<file path="src/rtl/mux_rr_arbiter_if.sv">
// Bundle between requester logic and the round-robin arbiter in front of the shared 8:1 mux.
// Requesters drive req/d; the arbiter returns the select, one-hot grant, valid and mux output.
interface mux_rr_arbiter_if;
  logic [7:0] req;
  logic [7:0] d;
  logic [2:0] sel;
  logic [7:0] grant;
  logic       valid;
  logic       out;

  modport master (output req, d, input sel, grant, valid, out);
  modport slave  (input req, d, output sel, grant, valid, out);
endinterface

</file>
<file path="src/rtl/mux_rr_arbiter.sv">
// Round-robin arbiter that time-shares an 8:1 single-bit mux among eight requesters,
// capping each grant at HOLD_MAX cycles and regranting back-to-back when possible.
module mux_8_1 (
  input  logic [7:0] d,
  input  logic [2:0] sel,
  output logic       y
);
  assign y = d[sel];
endmodule

module mux_rr_arbiter #(
  parameter int HOLD_MAX = 4
) (
  input  logic               clk,
  input  logic               reset,
  mux_rr_arbiter_if.slave    bus
);
  localparam logic [0:0] IDLE = 1'b0;
  localparam logic [0:0] BUSY = 1'b1;
  localparam logic [3:0] HOLD_LAST = 4'(HOLD_MAX - 1);

  logic [0:0] state_r, state_s;
  logic [2:0] sel_r, sel_s;
  logic [7:0] grant_r, grant_s;
  logic       valid_r, valid_s;
  logic [2:0] ptr_r, ptr_s;
  logic [3:0] hold_cnt_r, hold_cnt_s;
  logic [3:0] pick_s;
  logic [2:0] search_base_s;
  logic       mux_y_s;

  // First requester at or after base, wrapping 7->0; result is {hit, index}.
  function automatic logic [3:0] pick(input logic [7:0] r, input logic [2:0] base);
    logic [3:0] res;
    logic [2:0] idx;
    res = 4'b0000;
    for (int i = 7; i >= 0; i--) begin
      idx = base + 3'(i);
      if (r[idx]) begin
        res = {1'b1, idx};
      end else begin
        res = res;
      end
    end
    return res;
  endfunction

  // A grantee that gives up or times out is searched last from the slot after it.
  always_comb begin
    search_base_s = ptr_r;
    if (state_r == BUSY) begin
      search_base_s = sel_r + 3'd1;
    end else begin
      search_base_s = ptr_r;
    end
    pick_s = pick(bus.req, search_base_s);
  end

  // Next-state decode for the IDLE/BUSY arbitration sequencer.
  always_comb begin
    state_s    = state_r;
    sel_s      = sel_r;
    grant_s    = grant_r;
    valid_s    = valid_r;
    ptr_s      = ptr_r;
    hold_cnt_s = hold_cnt_r;
    case (state_r)
      IDLE: begin
        if (pick_s[3]) begin
          state_s    = BUSY;
          sel_s      = pick_s[2:0];
          grant_s    = 8'b0000_0001 << pick_s[2:0];
          valid_s    = 1'b1;
          hold_cnt_s = 4'd0;
        end else begin
          state_s = IDLE;
        end
      end
      BUSY: begin
        if (bus.req[sel_r] && (hold_cnt_r < HOLD_LAST)) begin
          hold_cnt_s = hold_cnt_r + 4'd1;
        end else begin
          ptr_s = sel_r + 3'd1;
          if (pick_s[3]) begin
            sel_s      = pick_s[2:0];
            grant_s    = 8'b0000_0001 << pick_s[2:0];
            valid_s    = 1'b1;
            hold_cnt_s = 4'd0;
          end else begin
            state_s    = IDLE;
            grant_s    = 8'h00;
            valid_s    = 1'b0;
            hold_cnt_s = 4'd0;
          end
        end
      end
      default: begin
        state_s    = IDLE;
        grant_s    = 8'h00;
        valid_s    = 1'b0;
        hold_cnt_s = 4'd0;
      end
    endcase
  end

  // Arbitration state registers; reset drops any grant immediately.
  always_ff @(posedge clk or posedge reset) begin
    if (reset) begin
      state_r    <= IDLE;
      sel_r      <= 3'd0;
      grant_r    <= 8'h00;
      valid_r    <= 1'b0;
      ptr_r      <= 3'd0;
      hold_cnt_r <= 4'd0;
    end else begin
      state_r    <= state_s;
      sel_r      <= sel_s;
      grant_r    <= grant_s;
      valid_r    <= valid_s;
      ptr_r      <= ptr_s;
      hold_cnt_r <= hold_cnt_s;
    end
  end

  mux_8_1 u_mux (
    .d   (bus.d),
    .sel (sel_r),
    .y   (mux_y_s)
  );

  assign bus.sel   = sel_r;
  assign bus.grant = grant_r;
  assign bus.valid = valid_r;
  assign bus.out   = valid_r & mux_y_s;
endmodule

</file>
<file path="src/flat_wrapper.sv">
// flat-port wrapper written by rule: the top's interface ports become plain ports
module mux_rr_arbiter_flat 
#(
  parameter int HOLD_MAX = 4
)
  (clk, reset, bus_req, bus_d, bus_sel, bus_grant, bus_valid, bus_out);
  mux_rr_arbiter_if bus_i ();
  input  logic clk;
  input  logic reset;
  input wire logic [$bits(bus_i.req)-1:0] bus_req;
  input wire logic [$bits(bus_i.d)-1:0] bus_d;
  output wire logic [$bits(bus_i.sel)-1:0] bus_sel;
  output wire logic [$bits(bus_i.grant)-1:0] bus_grant;
  output wire logic [$bits(bus_i.valid)-1:0] bus_valid;
  output wire logic [$bits(bus_i.out)-1:0] bus_out;
  assign bus_i.req = bus_req;
  assign bus_i.d = bus_d;
  assign bus_sel = bus_i.sel;
  assign bus_grant = bus_i.grant;
  assign bus_valid = bus_i.valid;
  assign bus_out = bus_i.out;
  mux_rr_arbiter #(.HOLD_MAX(HOLD_MAX)) u_core (.clk(clk), .reset(reset), .bus(bus_i));
endmodule
</file>
<file path="config.mk">
export PLATFORM = sky130hd
export DESIGN_NAME = mux_rr_arbiter_flat
export DESIGN_NICKNAME = d
export VERILOG_FILES = /design/src/rtl/mux_rr_arbiter_if.sv /design/src/rtl/mux_rr_arbiter.sv /design/src/flat_wrapper.sv
export SDC_FILE = /design/constraint.sdc
export NUM_CORES = 1
export LEC_CHECK = 0
export BUFFER_PORTS_ARGS = -buffer_cell sky130_fd_sc_hd__buf_2
export CELL_PAD_IN_SITES_DETAIL_PLACEMENT = 1
export CELL_PAD_IN_SITES_GLOBAL_PLACEMENT = 2
export CORE_UTILIZATION = 38
export CTS_CLUSTER_DIAMETER = 40
export DETAILED_ROUTE_END_ITERATION = 10
export PLACE_DENSITY_LB_ADDON = 0.2
export SLEW_MARGIN = 40
export SYNTH_ARGS = -nofsm -noshare
export SYNTH_HDL_FRONTEND = slang
export SYNTH_SLANG_ARGS = --single-unit
</file>
<file path="constraint.sdc">
create_clock -name clk -period 5.46 [get_ports clk]
set_input_delay 0.546 -clock clk [delete_from_list [all_inputs] [get_ports clk]]
set_output_delay 0.546 -clock clk [all_outputs]
set_load 0.02 [all_outputs]
</file>
==> results.json <==
{
  "outcome": "complete, no violations",
  "placement.cell_area_um2": 2270,
  "crit_type": "flip-flop to flip-flop",
  "worst_slew_pin_slew_ns": 0.787,
  "stdcell_count": 327,
  "synthCells": 240,
  "critPathTopFamily": "compound AO/OA/AOI/OAI gates",
  "final_nets": 279,
  "worstSetupStartpointType": "flip-flop",
  "clock-sinks": 20,
  "slowest_delay_ns": 0.69,
  "synth_top_flop_cell": "dfrtp_1",
  "grt_usage": 0.228,
  "gr-total-overflow": 0,
  "num_rows": 26,
  "async_reset_ff_frac": 1.00,
  "wl_um": 6360,
  "syn_to_final_growth_pct": 9.55,
  "drv_cap": 0,
  "avgSynthCellArea_um2": 8.84,
  "diodes": 0,
  "crit_slowest_cell": "dfrtp_1",
  "cts_root_buf": "clkbuf_8",
  "die_x_um": 76.7,
  "path_cells": "ha_1 > mux2i_4 > inv_1 > ha_1 > xnor2_4 > mux2i_1 > a21boi_2 > o21ai_1 > a221oi_2 > mux2_2 > a32o_2",
  "setup_violations": 0,
  "cp.required_ns": 5.61,
  "rsz0062_at_grt": "false",
  "timing.rr.end": "u_core.bus.grant[7]",
  "worstHoldPathType": "input port to asynchronous set/reset pin",
  "use_met2": 0.351,
  "worst-path-buf-inv": 1,
  "ctsResizeCount": 0,
  "die_h_um": 76.7,
  "initial_core_util": 0.405,
  "finalSetupTns_ns": 0,
  "dp_slack_ns": 1.38,
  "via_per_inst": 6.14,
  "netlist_area_um2": 2120,
  "drc": 0,
  "gp_congestion": 0.898,
  "critPathMostFrequentCell": "ha_1",
  "io_buffers": 30,
  "final_area_um2": 2320,
  "syn-num-nets": 261,
  "holdBufCountCts": 0,
  "critPathArrivalTime_ns": 4.25,
  "synth_edf_count": 0,
  "worst_slack_ns": 1.36,
  "worstReg2RegStart": "u_core.bus.sel[0]",
  "dr.pass1.iters": 4,
  "grt_first_pass_wirelength_um": 10700,
  "seq_area_frac_synth": 0.236,
  "core_area_um2": 5240,
  "clk_latency_ns": 0.26,
  "ys_types": 65,
  "grt_pass1_vias": 2021,
  "synth-warning-count": 0,
  "drt_iter0_markers": 142,
  "ant_nets": 0,
  "finClkSkew_ns": 0.00156,
  "cts_tree": "done",
  "wl_per_cell_um": 19.4,
  "post-route-min-period_ns": 4.10,
  "drive_gt1_frac": 0.245,
  "use_met1": 0.344,
  "cts_setup_buffers": 0,
  "synth_seq_cells": 20,
  "ios": 31,
  "critPathCaptureType": "flip-flop",
  "place_inst": 323,
  "dieArea_um2": 5890,
  "final_common_cell": "buf_2",
  "grt_antenna_before_repair": 0,
  "final_cell_mix": "30 x buf_2, 23 x nand2_1, 20 x dfrtp_1, 15 x mux2i_1",
  "finalCritPeriodShare": 0.750,
  "dpl.hpwl_um": 4950,
  "grt.busiest_layer": "met2",
  "vias": 2007,
  "slew_viol_final": 0,
  "h-tree-depth": 1,
  "cts-buffers-inserted": 3,
  "grt.met3_usage": 0.0262,
  "clk_pin_slew_ns": 0.07,
  "max_slew_margin": 0.475,
  "clockBufferDepth": 2,
  "grt_max_degree": 24,
  "hold_viol_final": 0,
  "worst_r2r_path_depth": 11,
  "max_clock_freq_mhz": 244,
  "worstPathMaxFanout": 14,
  "rrSetupSlack_ns": 1.36
}
-- area by class of cell --
type                            instances  area [um2]
Inverter                               10        37.5
Multi-Input combinational cell        193        1490
Timing Repair Buffer                   30         150
Clock buffer                            4        55.1
Tap cell                               70        87.6
Sequential cell                        20         500
Fill cell                             622        2910
-- layer usage --
metal / share of wire / routed length (um) / vias to the layer above
met4: 0.0068 / 43 / 0
met5: 0 / 0 / -
met2: 0.46 / 2930 / 56
li1: - / - / 947
met1: 0.50 / 3170 / 998
met3: 0.035 / 220 / 6
-- cell usage after synthesis, types with 6 or more instances --
| master | number | share of area |
|---|---|---|
| nand2_1 | 23 | 0.041 |
| mux2i_1 | 15 | 0.071 |
| buf_2 | 9 | 0.021 |
| nand2b_1 | 7 | 0.021 |
| nor2_1 | 10 | 0.018 |
| o21ai_1 | 6 | 0.014 |
| nand3_1 | 11 | 0.026 |
| inv_1 | 9 | 0.016 |
| o21ai_0 | 10 | 0.024 |
| dfrtp_1 | 20 | 0.24 |
| a21oi_1 | 12 | 0.028 |
| mux4_2 | 7 | 0.074 |
-- worst max path at each step --
stage	to	depth (start not counted)	startpoint
global route	u_core.bus.grant[6]	11	u_core.bus.sel[0]
CTS	u_core.bus.grant[7]	11	u_core.bus.sel[0]
finish	u_core.bus.grant[7]	11	u_core.bus.sel[0]
detailed placement	u_core.bus.grant[7]	11	u_core.bus.sel[0]
floorplan	u_core.bus.grant[7]	13	u_core.bus.sel[1]
global placement	u_core.bus.grant[7]	11	u_core.bus.sel[0]
-- worst reg2reg max path, stage by stage, from the launching register on --
cell	delay (ns)
dfrtp_1	0.69
ha_1	0.45
mux2i_4	0.32
inv_1	0.26
ha_1	0.31
xnor2_4	0.31
mux2i_1	0.25
a21boi_2	0.26
o21ai_1	0.11
a221oi_2	0.37
mux2_2	0.42
a32o_2	0.25
-- kinds of logic (layout without fill, tap and decap cells) --
| group | Yosys count | after routing | synth area share |
|---|---|---|---|
| AND/OR/NAND/NOR | 82 | 82 | 0.204 |
| flip-flops | 20 | 20 | 0.236 |
| adder cells (fa/ha/maj) | 3 | 3 | 0.0177 |
| XOR/XNOR | 5 | 5 | 0.0330 |
| buffers and inverters | 27 | 44 | 0.0619 |
| AO/OA/AOI/OAI | 78 | 78 | 0.281 |
| multiplexers | 25 | 25 | 0.166 |
-- per-stage QoR --
step                 util  hold WS [ns]
finish              0.444         0.275
global route        0.444         0.324
CTS                 0.443         0.438
detailed placement  0.433         0.474
global placement    0.433         0.478
floorplan               -         0.457
-- state kept, by name, indices dropped and copies added, names as in the netlist --
name               flops
u_core.bus.grant       8
u_core.bus.sel         3
u_core.bus.valid       1
u_core.hold_cnt_r      4
u_core.ptr_r           3
u_core.state_r         1
Power is left out: the tool's default activity adds up to more than one toggle a clock period on the data nets, which glitch-free logic cannot reach.
